## src/rtl/riscv_pkg.sv

```systemverilog
// Shared ID-stage definitions: default widths, register index type, x0 constant
// and the register-file clear FSM states.
package riscv_pkg;

  localparam int unsigned XLEN_DEFAULT = 32;
  localparam int unsigned NREG_DEFAULT = 32;
  localparam int unsigned NRD_DEFAULT  = 2;
  localparam int unsigned REG_AW       = $clog2(NREG_DEFAULT);

  typedef logic [REG_AW-1:0] reg_idx_t;

  localparam reg_idx_t REG_ZERO = '0;

  typedef enum logic {
    RF_CLEAR = 1'b0,
    RF_READY = 1'b1
  } rf_state_e;

endpackage

```

## src/rtl/regfile_scoreboard.sv

```systemverilog
// Per-register busy bits for hazard detection: writes clear, a reserve sets
// (reserve wins on collision), x0 never busy; NRD combinational lookups.
module regfile_scoreboard #(
  parameter  int unsigned NREG = 32,
  parameter  int unsigned NRD  = 2,
  localparam int unsigned AW   = $clog2(NREG)
) (
  input  logic            clk,
  input  logic            rst_n,
  input  logic [1:0]      clr_en,
  input  logic [2*AW-1:0] clr_addr,
  input  logic            rsv_en,
  input  logic [AW-1:0]   rsv_addr,
  input  logic [NRD*AW-1:0] lookup_addr,
  output logic [NRD-1:0]  lookup_busy_c
);

  logic [NREG-1:0] busy_q;
  logic [NREG-1:0] busy_d;

  always_comb begin
    busy_d = busy_q;
    for (int unsigned p = 0; p < 2; p++) begin
      if (clr_en[p]) busy_d[clr_addr[p*AW +: AW]] = 1'b0;
    end
    if (rsv_en) busy_d[rsv_addr] = 1'b1;
    busy_d[0] = 1'b0;
  end

  always_ff @(posedge clk or negedge rst_n) begin
    if (!rst_n) busy_q <= '0;
    else        busy_q <= busy_d;
  end

  always_comb begin
    lookup_busy_c = '0;
    for (int unsigned k = 0; k < NRD; k++) begin
      lookup_busy_c[k] = busy_q[lookup_addr[k*AW +: AW]];
    end
  end

endmodule

```

## src/rtl/regfile_mp.sv

```systemverilog
// Multi-port integer register file with post-reset clear sweep and busy scoreboard.
// Optional REGFILE_BYPASS_EN: same-cycle write-through to the read ports.
module regfile_mp
  import riscv_pkg::*;
#(
  parameter  int unsigned XLEN = XLEN_DEFAULT,
  parameter  int unsigned NREG = NREG_DEFAULT,
  parameter  int unsigned NRD  = NRD_DEFAULT,
  localparam int unsigned AW   = $clog2(NREG)
) (
  input  logic                sys_clk,
  input  logic                sys_rst_n,
  input  logic [NRD*AW-1:0]   rd_addr,
  output logic [NRD*XLEN-1:0] rd_data,
  output logic [NRD-1:0]      rd_busy,
  input  logic [1:0]          wr_en,
  input  logic [2*AW-1:0]     wr_addr,
  input  logic [2*XLEN-1:0]   wr_data,
  input  logic                rsv_en,
  input  logic [AW-1:0]       rsv_addr,
  output logic                ready
);

  rf_state_e       state_q;
  logic [AW-1:0]   clr_cnt_q;
  logic            ready_q;
  logic [XLEN-1:0] mem_q [NREG];
  logic [AW-1:0]   rd_idx [NRD];
  logic [AW-1:0]   wr_idx [2];
  logic [1:0]      wr_we;
  logic            rsv_we;
  logic [NRD-1:0]  sb_busy_c;

  // Sweep entries 1..NREG-1 to zero, then stay READY until reset
  always_ff @(posedge sys_clk or negedge sys_rst_n) begin
    if (!sys_rst_n) begin
      state_q   <= RF_CLEAR;
      clr_cnt_q <= AW'(1);
      ready_q   <= 1'b0;
    end else begin
      case (state_q)
        RF_CLEAR: begin
          clr_cnt_q <= clr_cnt_q + AW'(1);
          if (clr_cnt_q == AW'(NREG - 1)) begin
            state_q <= RF_READY;
            ready_q <= 1'b1;
          end
        end
        RF_READY: ready_q <= 1'b1;
        default: begin
          state_q <= RF_CLEAR;
          ready_q <= 1'b0;
        end
      endcase
    end
  end

  assign ready = ready_q;

  always_comb begin
    for (int unsigned p = 0; p < 2; p++) begin
      wr_idx[p] = wr_addr[p*AW +: AW];
      wr_we[p]  = wr_en[p] && (state_q == RF_READY) && (wr_idx[p] != AW'(REG_ZERO));
    end
    rsv_we = rsv_en && (state_q == RF_READY) && (rsv_addr != AW'(REG_ZERO));
  end

  // Storage has no reset; port 1 is applied last so it wins a same-address collision
  always_ff @(posedge sys_clk) begin
    if (state_q == RF_CLEAR) begin
      mem_q[clr_cnt_q] <= '0;
    end else begin
      for (int unsigned p = 0; p < 2; p++) begin
        if (wr_we[p]) mem_q[wr_idx[p]] <= wr_data[p*XLEN +: XLEN];
      end
    end
  end

  regfile_scoreboard #(
    .NREG (NREG),
    .NRD  (NRD)
  ) u_scoreboard (
    .clk           (sys_clk),
    .rst_n         (sys_rst_n),
    .clr_en        (wr_we),
    .clr_addr      (wr_addr),
    .rsv_en        (rsv_we),
    .rsv_addr      (rsv_addr),
    .lookup_addr   (rd_addr),
    .lookup_busy_c (sb_busy_c)
  );

  always_comb begin
    rd_data = '0;
    rd_busy = '0;
    for (int unsigned k = 0; k < NRD; k++) begin
      rd_idx[k] = rd_addr[k*AW +: AW];
      if ((state_q == RF_READY) && (rd_idx[k] != AW'(REG_ZERO))) begin
        rd_data[k*XLEN +: XLEN] = mem_q[rd_idx[k]];
        rd_busy[k]              = sb_busy_c[k];
`ifdef REGFILE_BYPASS_EN
        for (int unsigned p = 0; p < 2; p++) begin
          if (wr_we[p] && (wr_idx[p] == rd_idx[k])) begin
            rd_data[k*XLEN +: XLEN] = wr_data[p*XLEN +: XLEN];
            rd_busy[k]              = rsv_we && (rsv_addr == rd_idx[k]);
          end
        end
`endif
      end
    end
  end

endmodule

```

## config.mk

```make
export PLATFORM = sky130hd
export DESIGN_NAME = regfile_mp
export DESIGN_NICKNAME = d
export VERILOG_FILES = /design/src/rtl/riscv_pkg.sv /design/src/rtl/regfile_scoreboard.sv /design/src/rtl/regfile_mp.sv
export SDC_FILE = /design/constraint.sdc
export NUM_CORES = 2
export LEC_CHECK = 0
export CAP_MARGIN = 20
export CORE_ASPECT_RATIO = 0.7
export CORE_MARGIN = 2
export CORE_UTILIZATION = 33
export CTS_CLUSTER_DIAMETER = 40
export DETAILED_ROUTE_END_ITERATION = 16
export DONT_BUFFER_PORTS = 1
export SYNTH_ARGS = -nofsm -noshare
export SYNTH_HDL_FRONTEND = slang
export SYNTH_SLANG_ARGS = --single-unit
```

## constraint.sdc

```tcl
create_clock -name sys_clk -period 8.75 [get_ports sys_clk]
set_input_delay 1.75 -clock sys_clk [delete_from_list [all_inputs] [get_ports sys_clk]]
set_output_delay 1.75 -clock sys_clk [all_outputs]
set_load 0.01 [all_outputs]
```

==> results.tsv <==
stage	metric	value	unit
run_status	status	completed	
logic_synthesis	Synth area leader	edfxtp_1	
timing	Max Clk Rate	0.167	GHz
setup_path	Startpoint Class	input pin	
power_and_ir_drop	Sw Pwr	3.09	mW
timing	Final Max Slew Viols	0	
timing	# setup viols final	0	
die	I/O pin total	161	
routing	detailed-route DRC error count	0	
logic_synthesis	ranking of synthesized cells by area	edfxtp_1 (50%), mux4_2 (19%), o21ai_0 (5.4%)	
logic_synthesis	register area share after synthesis	51.8	%
logic_synthesis	count of different cell masters after synthesis	62	
clock_network	Clock Sinks	1062	
place	routability cong.	0.864	
clock_network	clock buffer depth	3	
routing	drt via density	6.20	
timing	Tmin final	6.00	ns
timing	worst hold margin	0.519	ns
run	maxcap violations	0	
final_layout	multi-input logic area	0.0275	mm2
die	Die X	519	um
setup_path	reg2reg start	state_q	
power_and_ir_drop	Peak VDD IR	0.000129	V
setup_path	CP arrival	4.25	ns
final_layout	NumNets Final	4356	
logic_synthesis	Synth async-reset ratio	3.58	%
routing	vias after detailed routing	42600	
global_routing	vias in the first global route	41000	
clock_network	Setup Fix Bufs, Post-CTS	0	
timing	fin crit share	68.5	%
die	Die Height	364	um
logic_synthesis	Synth Instances	4550	
clock_network	worst-skew pair later-pin latency	0.79	ns
logic_synthesis	Synth top area share	50.2	%
final_layout	Filler cells	17300	
place	IO Port Bufs	0	
min_path	class of the worst hold path	flip-flop to flip-flop	
timing	Slew HR	20.4	%
global_routing	GR Overflow Total	0	
setup_path	critical path's largest stage delay	0.76	ns
routing	drt pass-1 iters	6	
routing	initial detailed-routing violation count	6288	
routing	final WL	230000	um
global_routing	first-pass GRT wire length	322000	um
clock_network	clk slew on worst S/H paths	0.06	ns
clock_network	H-tree Lvls	4	
min_path	hold depth	1	
power_and_ir_drop	LEAKAGE	23.1	nW
place	hpwl dp	120000	um
logic_synthesis	Synthesized Nets	4646	
power_and_ir_drop	PD cells	189	mW/mm2
min_path	HP Start	u_scoreboard.busy_q[12]	
timing	Final Hold Fails	0	
setup_path	R2R depth	7	
timing	Setup WS post-layout	2.75	ns
power_and_ir_drop	Clock power frac	49.0	%
global_routing	initial antenna violation count	16	
setup_path	CP Max Fanout	199	
routing	ANT nets after route	0	
setup_path	critical path's slowest cell	buf_4	
clock_network	hold buffer count at cts	0	
setup_path	WP data required	7.00	ns
logic_synthesis	Yosys reg bits	1062	
setup_path	Setup Crit Path Kind	input pin to primary output	
timing	worst-margin pin slew	1.19	ns
routing	detailed-route wire length per cell	33.5	um
clock_network	Num CTS Buffers	155	
die	Die ar.	0.189	mm2
power_and_ir_drop	sw frac	23.8	%
final_layout	Storage cell area	0.0317	mm2
setup_path	crit path cell chain	nor3_1, or4b_2, buf_4, o22a_1, o221ai_1	
timing	unrepaired setup endpoints after global routing	no	
timing	setup TNS	0	ns
clock_network	cts repair resizes	0	
logic_synthesis	EDFF count, synth	1024	
timing	Clock Skew	0.0202	ns
setup_path	Buf/Inv on CP	1	
setup_path	worst setup path startpoint	rd_addr[2]	
power_and_ir_drop	Seq pwr share	43.6	%
global_routing	largest net degree at the start of global routing	265	
global_routing	total routing usage reported by global routing	23.9	%
setup_path	Levels on crit path	5	
power_and_ir_drop	Internal Power	9.87	mW
power_and_ir_drop	combinational share of power	7.4	%
die	Core ar.	0.185	mm2
final_layout	fraction of layout cells with a size suffix above 1	28.7	%
final_layout	P&R area growth vs syn	11.7	%
die	Placement Rows	132	
logic_synthesis	area of the mapped netlist	0.0612	mm2
clock_network	CTS Root Cell	clkbuf_16	
setup_path	CP Capture Type	primary output	
logic_synthesis	Synth Area per Inst	13.5	um2
place	Post-Place Worst Slack	3.09	ns
logic_synthesis	ys flop type	edfxtp_1	
clock_network	TritonCTS clock tree	yes	
die	initial core utilization	33.1	%
setup_path	crit-path leading delay family	compound AO/OA/AOI/OAI gates	
logic_synthesis	Yosys warnings	0	
metal layers:
layer	wire, um	up-vias	track usage [%]
li1	-	17200	-
met1	85800	21600	31.2
met2	102000	3167	36.6
met3	31200	583	7.32
met4	11200	18	10.7
met5	107	-	0
layout by cell type, fill, tap and decap left out, drive strengths merged, types with 9 or more instances in the layout:
master,instances
dfrtp,37
nor2,36
a22o,19
mux2,290
clkinvlp,22
edfxtp,1024
o221ai,65
mux4,526
nor3,20
clkbuf,167
inv,23
nand3b,9
buf,96
a32o,12
bufinv,16
nand2,764
clkinv,96
o21ai,716
mux2i,268
a21oi,25
o22a,66
worst paths after layout:
check                           slack, ns                       to
worst max-delay path                 2.75              rd_data[17]
worst min-delay path                 0.52  u_scoreboard.busy_q[12]
worst max register to register       5.02             mem_q[25][9]
worst min register to register       0.52  u_scoreboard.busy_q[12]
max in group asynchronous            7.90             clr_cnt_q[0]
min in group asynchronous            0.66                    ready
kinds of logic (layout without fill, tap and decap cells):
| kind of cell | after synthesis | in the layout | share of synthesized area, % |
|---|---|---|---|
| compound gates | 940 | 940 | 8.87 |
| flops | 1062 | 1062 | 51.8 |
| mux | 1084 | 1084 | 29.1 |
| xor+xnor | 3 | 3 | 0.0429 |
| fa+ha+maj | 2 | 2 | 0.0409 |
| simple gates | 880 | 880 | 5.84 |
| other cells | 0 | 4 | 0 |
| buf+inv | 579 | 420 | 4.34 |
sequential cells by signal, indices dropped and copies added (netlist names):
register             count
clr_cnt_q                5
ready                    1
u_scoreboard.busy_q     31
mem_q                 1024
state_q                  1
cells in the mapped netlist, types with 4 or more instances:
cell type,count
nand2b_1,7
nor2_1,34
nor3b_1,4
buf_2,217
inv_1,4
mux2i_1,268
dfrtp_1,37
edfxtp_1,1024
clkbuf_1,262
buf_6,10
nand3_1,7
nor3_1,19
buf_1,18
a31oi_1,5
a32o_1,12
mux4_2,526
o22a_1,66
a32oi_1,4
o22ai_1,6
o21ai_0,659
nand2_2,9
a21oi_1,24
mux2_2,289
nor2b_1,7
o32ai_1,6
clkinv_1,32
nand3b_1,9
a22o_1,19
nand2_1,755
o21ai_1,57
buf_4,36
o21bai_1,8
o221ai_1,65
and2_1,4
worst reg2reg max path: cells and delay by family, from the launching register on:
kind	cells	cell delay (ns)
buf+inv	3	1.31
flops	1	0.33
compound gates	3	1.34
simple gates	1	0.34
layout make-up:
| class | instances | area share (%) |
|---|---|---|
| Antenna cell | 4 | 0.0146 |
| Clock buffer | 167 | 5.80 |
| Clock inverter | 121 | 1.86 |
| Inverter | 36 | 0.198 |
| Multi-Input combinational cell | 2909 | 40.2 |
| Sequential cell | 1062 | 46.4 |
| Tap cell | 2479 | 4.54 |
| Timing Repair Buffer | 96 | 1.08 |
metrics by stage:
step	total power, mW	utilization [%]	instance area (um2)	std cells
6_report	13.0	37.0	68400	6874
5_1_grt	13.2	37.0	68400	6871
4_1_cts	13.0	37.0	68400	6870
3_5_place_dp	6.69	34.2	63100	6582
3_3_place_gp	6.67	34.2	63100	6581
2_1_floorplan	6.59	-	61200	4550
power by group through the flow:
stage	clock network, mW	registers [mW]	logic, mW
2_1_floorplan	0	5.75	0.836
3_3_place_gp	0	5.76	0.914
3_5_place_dp	0	5.76	0.931
4_1_cts	6.37	5.65	0.932
5_1_grt	6.57	5.65	0.992
6_report	6.35	5.65	0.955
No activity file was read; power rests on OpenSTA's default activity.
